`config.mk`:
```
export PLATFORM = sky130hd
export DESIGN_NAME = fifo_flex
export DESIGN_NICKNAME = d
export VERILOG_FILES = /design/src/rtl/fifo_pkg.sv /design/src/rtl/fifo_ram.sv /design/src/rtl/fifo_flex.sv
export SDC_FILE = /design/constraint.sdc
export NUM_CORES = 2
export LEC_CHECK = 0
export ABC_AREA = 1
export CAP_MARGIN = 30
export CELL_PAD_IN_SITES_DETAIL_PLACEMENT = 0
export CELL_PAD_IN_SITES_GLOBAL_PLACEMENT = 1
export CORE_UTILIZATION = 37
export DETAILED_ROUTE_END_ITERATION = 16
export GPL_ROUTABILITY_DRIVEN = 0
export GPL_TIMING_DRIVEN = 0
export PLACE_DENSITY_LB_ADDON = 0.1
export SETUP_SLACK_MARGIN = 0.2
export SYNTH_ARGS = -nofsm -noshare
export SYNTH_HDL_FRONTEND = slang
export SYNTH_SLANG_ARGS = --single-unit
```
`constraint.sdc`:
```
create_clock -name clk -period 8.7 [get_ports clk]
set_input_delay 0.87 -clock clk [delete_from_list [all_inputs] [get_ports clk]]
set_output_delay 0.87 -clock clk [all_outputs]
set_load 0.02 [all_outputs]
```
`src/rtl/fifo_pkg.sv`:
```
// Shared defaults and width helpers for the fifo_flex per-port buffer.
// Used by fifo_flex and fifo_ram.
package fifo_pkg;

    localparam int FIFO_SIZE_DEF = 64;
    localparam int W_WIDTH_DEF   = 32;

    function automatic int fifo_ptr_w(input int depth);
        return $clog2(depth);
    endfunction

    // One extra bit so that a completely full FIFO (count == depth) is representable.
    function automatic int fifo_cnt_w(input int depth);
        return $clog2(depth) + 1;
    endfunction

endpackage

```
`src/rtl/fifo_ram.sv`:
```
// Dual-port storage array for fifo_flex: synchronous write port, synchronous read port.
// A same-address read and write in one cycle returns the previously stored word.
module fifo_ram
    import fifo_pkg::*;
#(
    parameter int DEPTH = FIFO_SIZE_DEF,
    parameter int WIDTH = W_WIDTH_DEF,
    parameter int AW    = fifo_ptr_w(DEPTH)
) (
    input  logic             clk,
    input  logic             we_i,
    input  logic [AW-1:0]    waddr_i,
    input  logic [WIDTH-1:0] wdata_i,
    input  logic             re_i,
    input  logic [AW-1:0]    raddr_i,
    output logic [WIDTH-1:0] rdata_o
);

    logic [WIDTH-1:0] mem_q [DEPTH];
    logic [WIDTH-1:0] rdata_q;

    always_ff @(posedge clk) begin
        if (we_i) begin
            mem_q[waddr_i] <= wdata_i;
        end
    end

    always_ff @(posedge clk) begin
        if (re_i) begin
            rdata_q <= mem_q[raddr_i];
        end
    end

    assign rdata_o = rdata_q;

endmodule

```
`src/rtl/fifo_flex.sv`:
```
// Parametrised synchronous FIFO with registered count, almost-full/empty thresholds and flush.
// Define FIFO_ERR_FLAGS_EN to build the sticky overflow/underflow error flags.
module fifo_flex
    import fifo_pkg::*;
#(
    parameter int FIFO_SIZE = FIFO_SIZE_DEF,
    parameter int W_WIDTH   = W_WIDTH_DEF,
    parameter int AF_LEVEL  = FIFO_SIZE - 4,
    parameter int AE_LEVEL  = 4
) (
    input  logic                              clk,
    input  logic                              rst_n,
    input  logic                              fifo_en,
    input  logic                              clr,
    input  logic                              wr_en,
    input  logic [W_WIDTH-1:0]                data_in,
    input  logic                              rd_en,
    output logic [W_WIDTH-1:0]                data_out,
    output logic                              rd_valid,
    output logic [fifo_cnt_w(FIFO_SIZE)-1:0]  count,
    output logic                              full,
    output logic                              empty,
    output logic                              almost_full,
    output logic                              almost_empty,
    output logic                              overflow,
    output logic                              underflow
);

    localparam int PW = fifo_ptr_w(FIFO_SIZE);
    localparam int CW = fifo_cnt_w(FIFO_SIZE);

    logic [PW-1:0]      wr_ptr_q, wr_ptr_d;
    logic [PW-1:0]      rd_ptr_q, rd_ptr_d;
    logic [CW-1:0]      count_q, count_d;
    logic               full_q, full_d;
    logic               empty_q, empty_d;
    logic               afull_q, afull_d;
    logic               aempty_q, aempty_d;
    logic               rd_valid_q, rd_valid_d;
    logic               wa, ra;
    logic [W_WIDTH-1:0] ram_rdata;

    // A read frees a slot in the same cycle, so a full FIFO can still accept a write alongside it.
    assign ra = fifo_en & rd_en & ~empty_q;
    assign wa = fifo_en & wr_en & (~full_q | ra);

    always_comb begin
        wr_ptr_d   = wr_ptr_q;
        rd_ptr_d   = rd_ptr_q;
        count_d    = count_q;
        full_d     = full_q;
        empty_d    = empty_q;
        afull_d    = afull_q;
        aempty_d   = aempty_q;
        rd_valid_d = 1'b0;
        if (clr) begin
            wr_ptr_d = '0;
            rd_ptr_d = '0;
            count_d  = '0;
            full_d   = 1'b0;
            empty_d  = 1'b1;
            afull_d  = 1'b0;
            aempty_d = 1'b1;
        end else begin
            if (wa) begin
                wr_ptr_d = wr_ptr_q + PW'(1);
            end
            if (ra) begin
                rd_ptr_d   = rd_ptr_q + PW'(1);
                rd_valid_d = 1'b1;
            end
            if (wa && !ra) begin
                count_d = count_q + CW'(1);
            end else if (ra && !wa) begin
                count_d = count_q - CW'(1);
            end
            full_d   = (count_d == CW'(FIFO_SIZE));
            empty_d  = (count_d == '0);
            afull_d  = (count_d >= CW'(AF_LEVEL));
            aempty_d = (count_d <= CW'(AE_LEVEL));
        end
    end

    always_ff @(posedge clk or negedge rst_n) begin
        if (!rst_n) begin
            wr_ptr_q   <= '0;
            rd_ptr_q   <= '0;
            count_q    <= '0;
            full_q     <= 1'b0;
            empty_q    <= 1'b1;
            afull_q    <= 1'b0;
            aempty_q   <= 1'b1;
            rd_valid_q <= 1'b0;
        end else begin
            wr_ptr_q   <= wr_ptr_d;
            rd_ptr_q   <= rd_ptr_d;
            count_q    <= count_d;
            full_q     <= full_d;
            empty_q    <= empty_d;
            afull_q    <= afull_d;
            aempty_q   <= aempty_d;
            rd_valid_q <= rd_valid_d;
        end
    end

    fifo_ram #(
        .DEPTH (FIFO_SIZE),
        .WIDTH (W_WIDTH),
        .AW    (PW)
    ) u_ram (
        .clk     (clk),
        .we_i    (wa & ~clr),
        .waddr_i (wr_ptr_q),
        .wdata_i (data_in),
        .re_i    (ra & ~clr),
        .raddr_i (rd_ptr_q),
        .rdata_o (ram_rdata)
    );

    // The RAM read register is not reset; qualifying with rd_valid keeps data_out at 0 when idle.
    assign data_out     = rd_valid_q ? ram_rdata : '0;
    assign rd_valid     = rd_valid_q;
    assign count        = count_q;
    assign full         = full_q;
    assign empty        = empty_q;
    assign almost_full  = afull_q;
    assign almost_empty = aempty_q;

`ifdef FIFO_ERR_FLAGS_EN
    logic ovf_q, ovf_d;
    logic unf_q, unf_d;

    always_comb begin
        ovf_d = ovf_q;
        unf_d = unf_q;
        if (clr) begin
            ovf_d = 1'b0;
            unf_d = 1'b0;
        end else begin
            if (fifo_en && wr_en && full_q && !ra) begin
                ovf_d = 1'b1;
            end
            if (fifo_en && rd_en && empty_q) begin
                unf_d = 1'b1;
            end
        end
    end

    always_ff @(posedge clk or negedge rst_n) begin
        if (!rst_n) begin
            ovf_q <= 1'b0;
            unf_q <= 1'b0;
        end else begin
            ovf_q <= ovf_d;
            unf_q <= unf_d;
        end
    end

    assign overflow  = ovf_q;
    assign underflow = unf_q;
`else
    assign overflow  = 1'b0;
    assign underflow = 1'b0;
`endif

endmodule

```
# Word-level counts from Yosys, hierarchy flattened
# Memory sizes are Yosys's and may differ from the RTL's. A register that Yosys moved wholly into a read port is not among the register bits.
# Cells that the tools add are included.
# classes
n_eq_ne	1
magnitude_cmp	2
bitwise	10
muxes	17
n_addsub	4
n_reduce_logical	7
# ops
operator	count
two-way mux 32 bit	1
two-way mux 7 bit	4
two-way mux 6 bit	4
adder 6 x 1 -> 6 bit (second input constant)	2
two-way mux 1 bit	8
adder 7 x 1 -> 7 bit (second input constant)	1
== test 7 bit (second input constant)	1
greater-or-equal comparator 7 x 6 -> 1 bit (second input constant)	1
less-or-equal comparator 7 x 3 -> 1 bit (second input constant)	1
zero test 7 bit	1
subtractor 7 x 1 -> 7 bit (second input constant)	1
AND 1 bit	6
nonzero test 2 bit	2
NOT 1 bit	3
logical AND 1 bit	2
zero test 1 bit	2
bitwise OR 1 bit	1
# word_totals
ramBits	2048
in_bits	38
memories	1
reg_bits	24
output_inout_bits	46
# mem_list
memory	words	width	read_ports	rd_clocked_by_memory_dff	write_ports	line	source
u_ram.mem_q	64	32	1	1	1	fifo_ram.sv:19	logic [WIDTH-1:0] mem_q [DEPTH];

# Longest topological paths before layout
# logic_depth
depth_word	11
mapped_depth	13
mapped_depth_nobuf	11

# Hierarchy
# From an unflattened synthesis, not the netlist that was laid out.
# unflattened
cells_unflattened	7049
hier_area_um2	84875.2
# by_module_without_submodules
module	area_per_inst_um2	instances	cells_per_inst
fifo_ram	83058.4	1	6769
fifo_flex	1816.7	1	280

# Worst setup path before layout
# No wires, ideal clock.
# synth_timing
path_kind	input port to flip-flop
start	input fifo_en
end	memory u_ram.mem_q[48][0] in the netlist's numbering (enable)
setup_slack_ps	3822
setup_ps	501
path_buffers	0
arrival_ps	4377
cell_stages	4
required_ps	8199
cell_sequence	nand3_2 a21oi_2 nand2_1 nor4_1
# synth_between
elab_chain_len	7
elab_cells_between_ends	8
# synth_rtl
item	line	source
start, declared	fifo_flex.sv:13	input logic fifo_en,
AND 1 bit (2 in series)	fifo_flex.sv:44	assign ra = fifo_en & rd_en & ~empty_q;
bitwise OR 1 bit	fifo_flex.sv:45	assign wa = fifo_en & wr_en & (~full_q | ra);
AND 1 bit *	fifo_flex.sv:45	
AND 1 bit *	fifo_flex.sv:112	.we_i (wa & ~clr),
two-way mux 1 bit *	fifo_ram.sv:23	if (we_i) begin
two-way mux 1 bit (implied by the code) *	fifo_ram.sv:24	mem_q[waddr_i] <= wdata_i;
end, declared	fifo_ram.sv:19	
# Mark *: on every way between the ends. The rest lies on a longest branch, timed or not.

# Worst setup path after layout
# layout_timing
start	input fifo_en
end	memory u_ram.mem_q[49][20] in the netlist's numbering (enable)
# Same word-level chain as after synthesis.

==> flow_results.xml <==
<?xml version="1.0" encoding="UTF-8"?>
<metrics>
  <group name="floorplanning">
    <metric name="die_y" unit="um">481</metric>
    <metric name="floorplan.die.width" unit="um">481</metric>
    <metric name="starting_density_of_the_core" unit="%">37.3</metric>
    <metric name="placementRows" unit="">175</metric>
    <metric name="coreArea" unit="mm2">0.227</metric>
    <metric name="die_area" unit="mm2">0.231</metric>
    <metric name="io_pins" unit="">84</metric>
  </group>
  <group name="synthesis">
    <metric name="synth.yosys.seq_area_share" unit="%">74.4</metric>
    <metric name="ys_ff_latch" unit="">2104</metric>
    <metric name="synth-edff-count" unit="">2080</metric>
    <metric name="synthMostInstantiatedCell" unit="">sky130_fd_sc_hd__nand2_1</metric>
    <metric name="ys_top_cells_by_count" unit="">sky130_fd_sc_hd__nand2_1, sky130_fd_sc_hd__edfxtp_1, sky130_fd_sc_hd__nand3_1</metric>
    <metric name="syn-instance-count" unit="">7034</metric>
    <metric name="netlist_top_cells_area" unit="">sky130_fd_sc_hd__edfxtp_1, sky130_fd_sc_hd__nand3_1, sky130_fd_sc_hd__nand2_1</metric>
    <metric name="synth_top_cell_by_area" unit="">sky130_fd_sc_hd__edfxtp_1</metric>
    <metric name="avgSynthCellArea" unit="um2">12.0</metric>
    <metric name="synth_area" unit="mm2">0.0848</metric>
    <metric name="synth-async-reset-ratio" unit="%">1.14</metric>
    <metric name="synth_top_cell_area_share" unit="%">73.7</metric>
    <metric name="synth_flop_cell" unit="">sky130_fd_sc_hd__edfxtp_1</metric>
    <metric name="yosysWarnings" unit="">0</metric>
    <metric name="ys_types" unit="">33</metric>
  </group>
  <group name="job">
    <metric name="max_cap_viol_count" unit="">0</metric>
  </group>
  <group name="cts">
    <metric name="tritoncts" unit="">built</metric>
    <metric name="clock_tree.buffer_depth" unit="">3</metric>
    <metric name="clock_root_buffer" unit="">sky130_fd_sc_hd__clkbuf_16</metric>
    <metric name="worst_skew_pair.late_latency" unit="ns">0.88</metric>
    <metric name="cts_buffers" unit="">226</metric>
    <metric name="cts_max_level" unit="">4</metric>
    <metric name="worst_setup_hold_path_clk_slew" unit="ns">0.06</metric>
    <metric name="cts_sinks" unit="">2104</metric>
  </group>
  <group name="timing">
    <metric name="achievable-frequency" unit="MHz">235</metric>
    <metric name="finClkSkew" unit="ns">0.0286</metric>
    <metric name="max-slew-margin-rel" unit="%">28.7</metric>
    <metric name="report.final.hold_viol_count" unit="">0</metric>
    <metric name="final.setup.tns" unit="ns">0</metric>
    <metric name="drv_slew" unit="">0</metric>
    <metric name="grt_setup_unrepaired" unit="">no</metric>
    <metric name="setup_viol" unit="">0</metric>
    <metric name="final.min_clock_period" unit="ns">4.26</metric>
    <metric name="final.setup.worst_slack" unit="ns">4.44</metric>
    <metric name="worst_slew_pin_slew" unit="ns">1.07</metric>
    <metric name="period_utilization" unit="%">49.0</metric>
  </group>
  <group name="global_route">
    <metric name="gr-total-overflow" unit="">0</metric>
    <metric name="most_used_routing_layer_in_global_routing" unit="">met2</metric>
    <metric name="grt_max_degree" unit="">65</metric>
    <metric name="globalRouteMet3Util" unit="%">4.44</metric>
    <metric name="antenna_found_initial" unit="">22</metric>
    <metric name="grt_use_met1" unit="%">45.0</metric>
    <metric name="grt_util_met2" unit="%">47.1</metric>
    <metric name="first_pass_grt_wire_length" unit="um">484000</metric>
    <metric name="number_of_global_route_vias_before_repair" unit="">55700</metric>
    <metric name="gr-usage-all-layers" unit="%">30.9</metric>
  </group>
  <group name="critical_path">
    <metric name="cp.arrival" unit="ns">4.82</metric>
    <metric name="setup.worst_path.class" unit="">input pin to flip-flop</metric>
    <metric name="beginning_of_the_worst_register_to_register_path" unit="">empty$_DFF_PN1_</metric>
    <metric name="worstPathMaxFanout" unit="">15</metric>
    <metric name="cp-startpoint" unit="">fifo_en</metric>
    <metric name="r2r_setup_slack" unit="ns">4.54</metric>
    <metric name="reg2regPathDepth" unit="">9</metric>
    <metric name="end_kind" unit="">flip-flop</metric>
    <metric name="worst_ep_required_time" unit="ns">9.26</metric>
    <metric name="critical_path.reg2reg.endpoint" unit="">u_ram.mem_q[49][20]$_DFFE_PP_</metric>
    <metric name="critical_path.startpoint_type" unit="">input pin</metric>
    <metric name="cp-endpoint" unit="">u_ram.mem_q[49][20]$_DFFE_PP_</metric>
  </group>
  <group name="placement">
    <metric name="dpl.hpwl" unit="um">250000</metric>
    <metric name="placement.setup.worst_slack" unit="ns">3.52</metric>
    <metric name="port_buffers" unit="">80</metric>
  </group>
  <group name="route">
    <metric name="wire_per_inst" unit="um">33.7</metric>
    <metric name="detail_route.wirelength" unit="um">361000</metric>
    <metric name="viasPerCell" unit="">5.70</metric>
    <metric name="postRouteAntennaNets" unit="">0</metric>
    <metric name="first_pass_iters" unit="">5</metric>
    <metric name="dr_total_vias" unit="">61100</metric>
    <metric name="drc_errors" unit="">0</metric>
    <metric name="detailedRoute.firstIterationViolations" unit="">9065</metric>
  </group>
  <group name="cells_and_area">
    <metric name="final_nets" unit="">7567</metric>
    <metric name="fillers" unit="">21000</metric>
    <metric name="fraction_of_final_layout_cells_sized_beyond_drive_strength_1" unit="%">12.1</metric>
    <metric name="syn_to_final_growth" unit="%">18.2</metric>
  </group>
  <group name="hold_path">
    <metric name="class_of_the_tightest_hold_or_removal_check" unit="">input pin to asynchronous set/reset pin</metric>
  </group>
  <group name="pwr">
    <metric name="peakVddDrop" unit="mV">0.214</metric>
    <metric name="total_leakage_power" unit="nW">35.4</metric>
    <metric name="powerDensity" unit="mW/mm2">217</metric>
  </group>
  <group name="outcome">
    <metric name="outcome" unit="">finished clean</metric>
  </group>
</metrics>
-- cell families (layout without fill, tap and decap cells) --
group           after synthesis  count (layout)  synth area share [%]
other cells                   1              11               0.00442
buf+inv                     528            1204                  2.99
simple gates               4353            4353                  22.2
fa+ha+maj                     4               4                0.0591
flops                      2104            2104                  74.4
xor+xnor                      6               6                0.0620
compound gates               38              38                 0.239
-- cell type report --
cell class	count	area (um2)	area share, %
Clock buffer	297	6040	6.03
Antenna cell	9	22.5	0.0225
Timing Repair Buffer	262	4140	4.13
Sequential cell	2104	63100	62.9
Multi-Input combinational cell	4403	19600	19.6
Clock inverter	117	1010	1.01
Tap cell	3009	3760	3.76
Inverter	71	272	0.271
Buffer	457	2270	2.26
-- worst min path at each step --
stage | depth (start not counted) | end | slack [ns] | from
after floorplan | 3 | rd_ptr_q[1]$_DFFE_PN0P_ | 0.56 | rd_ptr_q[1]$_DFFE_PN0P_
after global placement | 3 | rd_ptr_q[1]$_DFFE_PN0P_ | 0.58 | rd_ptr_q[1]$_DFFE_PN0P_
after detailed placement | 3 | rd_ptr_q[1]$_DFFE_PN0P_ | 0.61 | rd_ptr_q[1]$_DFFE_PN0P_
after CTS | 2 | rd_ptr_q[4]$_DFFE_PN0P_ | 0.41 | rst_n
after global routing | 2 | rd_ptr_q[0]$_DFFE_PN0P_ | 0.45 | rst_n
final | 2 | rd_ptr_q[5]$_DFFE_PN0P_ | 0.47 | rst_n
-- power by group --
group | leakage (nW) | internal [W] | switching, W | total [W]
clock | 3.45 | 0.00532 | 0.00409 | 0.00942
combinational | 12.9 | 0.000278 | 0.000934 | 0.00121
sequential | 19.0 | 0.0112 | 0.00000990 | 0.0112
total | 35.4 | 0.0168 | 0.00504 | 0.0218
-- placed cells by master (no fill, tap or decap), types with 3 or more instances in the layout --
| cell type | Yosys | final |
|---|---|---|
| sky130_fd_sc_hd__dfrtp_1 | 22 | 22 |
| sky130_fd_sc_hd__and2_1 | 16 | 16 |
| sky130_fd_sc_hd__clkdlybuf4s50_1 | 0 | 47 |
| sky130_fd_sc_hd__clkbuf_16 | 0 | 231 |
| sky130_fd_sc_hd__edfxtp_1 | 2080 | 2080 |
| sky130_fd_sc_hd__nor3_1 | 6 | 5 |
| sky130_fd_sc_hd__clkinv_8 | 0 | 3 |
| sky130_fd_sc_hd__ha_1 | 4 | 4 |
| sky130_fd_sc_hd__nor2_1 | 86 | 23 |
| sky130_fd_sc_hd__diode_2 | 0 | 9 |
| sky130_fd_sc_hd__inv_1 | 63 | 63 |
| sky130_fd_sc_hd__bufinv_16 | 0 | 16 |
| sky130_fd_sc_hd__buf_2 | 304 | 318 |
| sky130_fd_sc_hd__buf_1 | 49 | 49 |
| sky130_fd_sc_hd__buf_12 | 0 | 121 |
| sky130_fd_sc_hd__nand2_1 | 2298 | 2298 |
| sky130_fd_sc_hd__inv_2 | 3 | 3 |
| sky130_fd_sc_hd__buf_8 | 0 | 24 |
| sky130_fd_sc_hd__o21ai_1 | 10 | 10 |
| sky130_fd_sc_hd__xor2_1 | 4 | 4 |
| sky130_fd_sc_hd__inv_6 | 0 | 5 |
| sky130_fd_sc_hd__clkinv_2 | 0 | 36 |
| sky130_fd_sc_hd__nand4_1 | 6 | 6 |
| sky130_fd_sc_hd__buf_4 | 35 | 64 |
| sky130_fd_sc_hd__a21oi_1 | 14 | 14 |
| sky130_fd_sc_hd__nor2_4 | 0 | 63 |
| sky130_fd_sc_hd__o21ai_0 | 9 | 9 |
| sky130_fd_sc_hd__buf_16 | 0 | 18 |
| sky130_fd_sc_hd__buf_6 | 5 | 13 |
| sky130_fd_sc_hd__clkinv_1 | 3 | 55 |
| sky130_fd_sc_hd__inv_4 | 2 | 3 |
| sky130_fd_sc_hd__clkbuf_1 | 64 | 127 |
| sky130_fd_sc_hd__nand3_1 | 1935 | 1935 |
-- stage by stage --
step	power [W]	hold WS (ns)	utilization [%]	cells	cell area [um2]
global placement	0.0126	0.581	39.3	10100	89300
finish	0.0218	0.467	44.1	10700	100000
floorplan	0.0119	0.565	-	7035	84800
global route	0.0223	0.451	44.0	10700	100000
detailed placement	0.0126	0.608	40.9	10300	93100
CTS	0.0219	0.406	44.0	10700	100000
-- critical path, stage by stage --
cell and delay [ns]:
sky130_fd_sc_hd__clkdlybuf4s50_1 0.51, sky130_fd_sc_hd__nand3_2 0.38, sky130_fd_sc_hd__a21oi_2 0.51, sky130_fd_sc_hd__nand2_1 0.23, sky130_fd_sc_hd__inv_2 0.19, sky130_fd_sc_hd__nand3_1 0.64, sky130_fd_sc_hd__nor2_4 0.95, sky130_fd_sc_hd__buf_12 0.27
sky130_fd_sc_hd__buf_16 0.19
-- state kept, by name (all words and copies together) (netlist names) --
name           flops
u_ram.mem_q     2048
rd_valid           1
full               1
wr_ptr_q           6
rd_ptr_q           6
almost_empty       1
count              7
empty              1
almost_full        1
u_ram.rdata_o     32
-- repair_timing --
action,in CTS,in global routing
resized for setup,0,0
setup buffers,0,0
hold endpoints to repair,6,0
hold buffers,1,0
-- per-layer routing --
layer / share of wire (%) / up-vias
met1: 43 / 31200
met5: 0 / -
met2: 45 / 3369
li1: - / 26000
met4: 3.7 / 0
met3: 8.8 / 522
No activity file was read; power rests on OpenSTA's default activity.
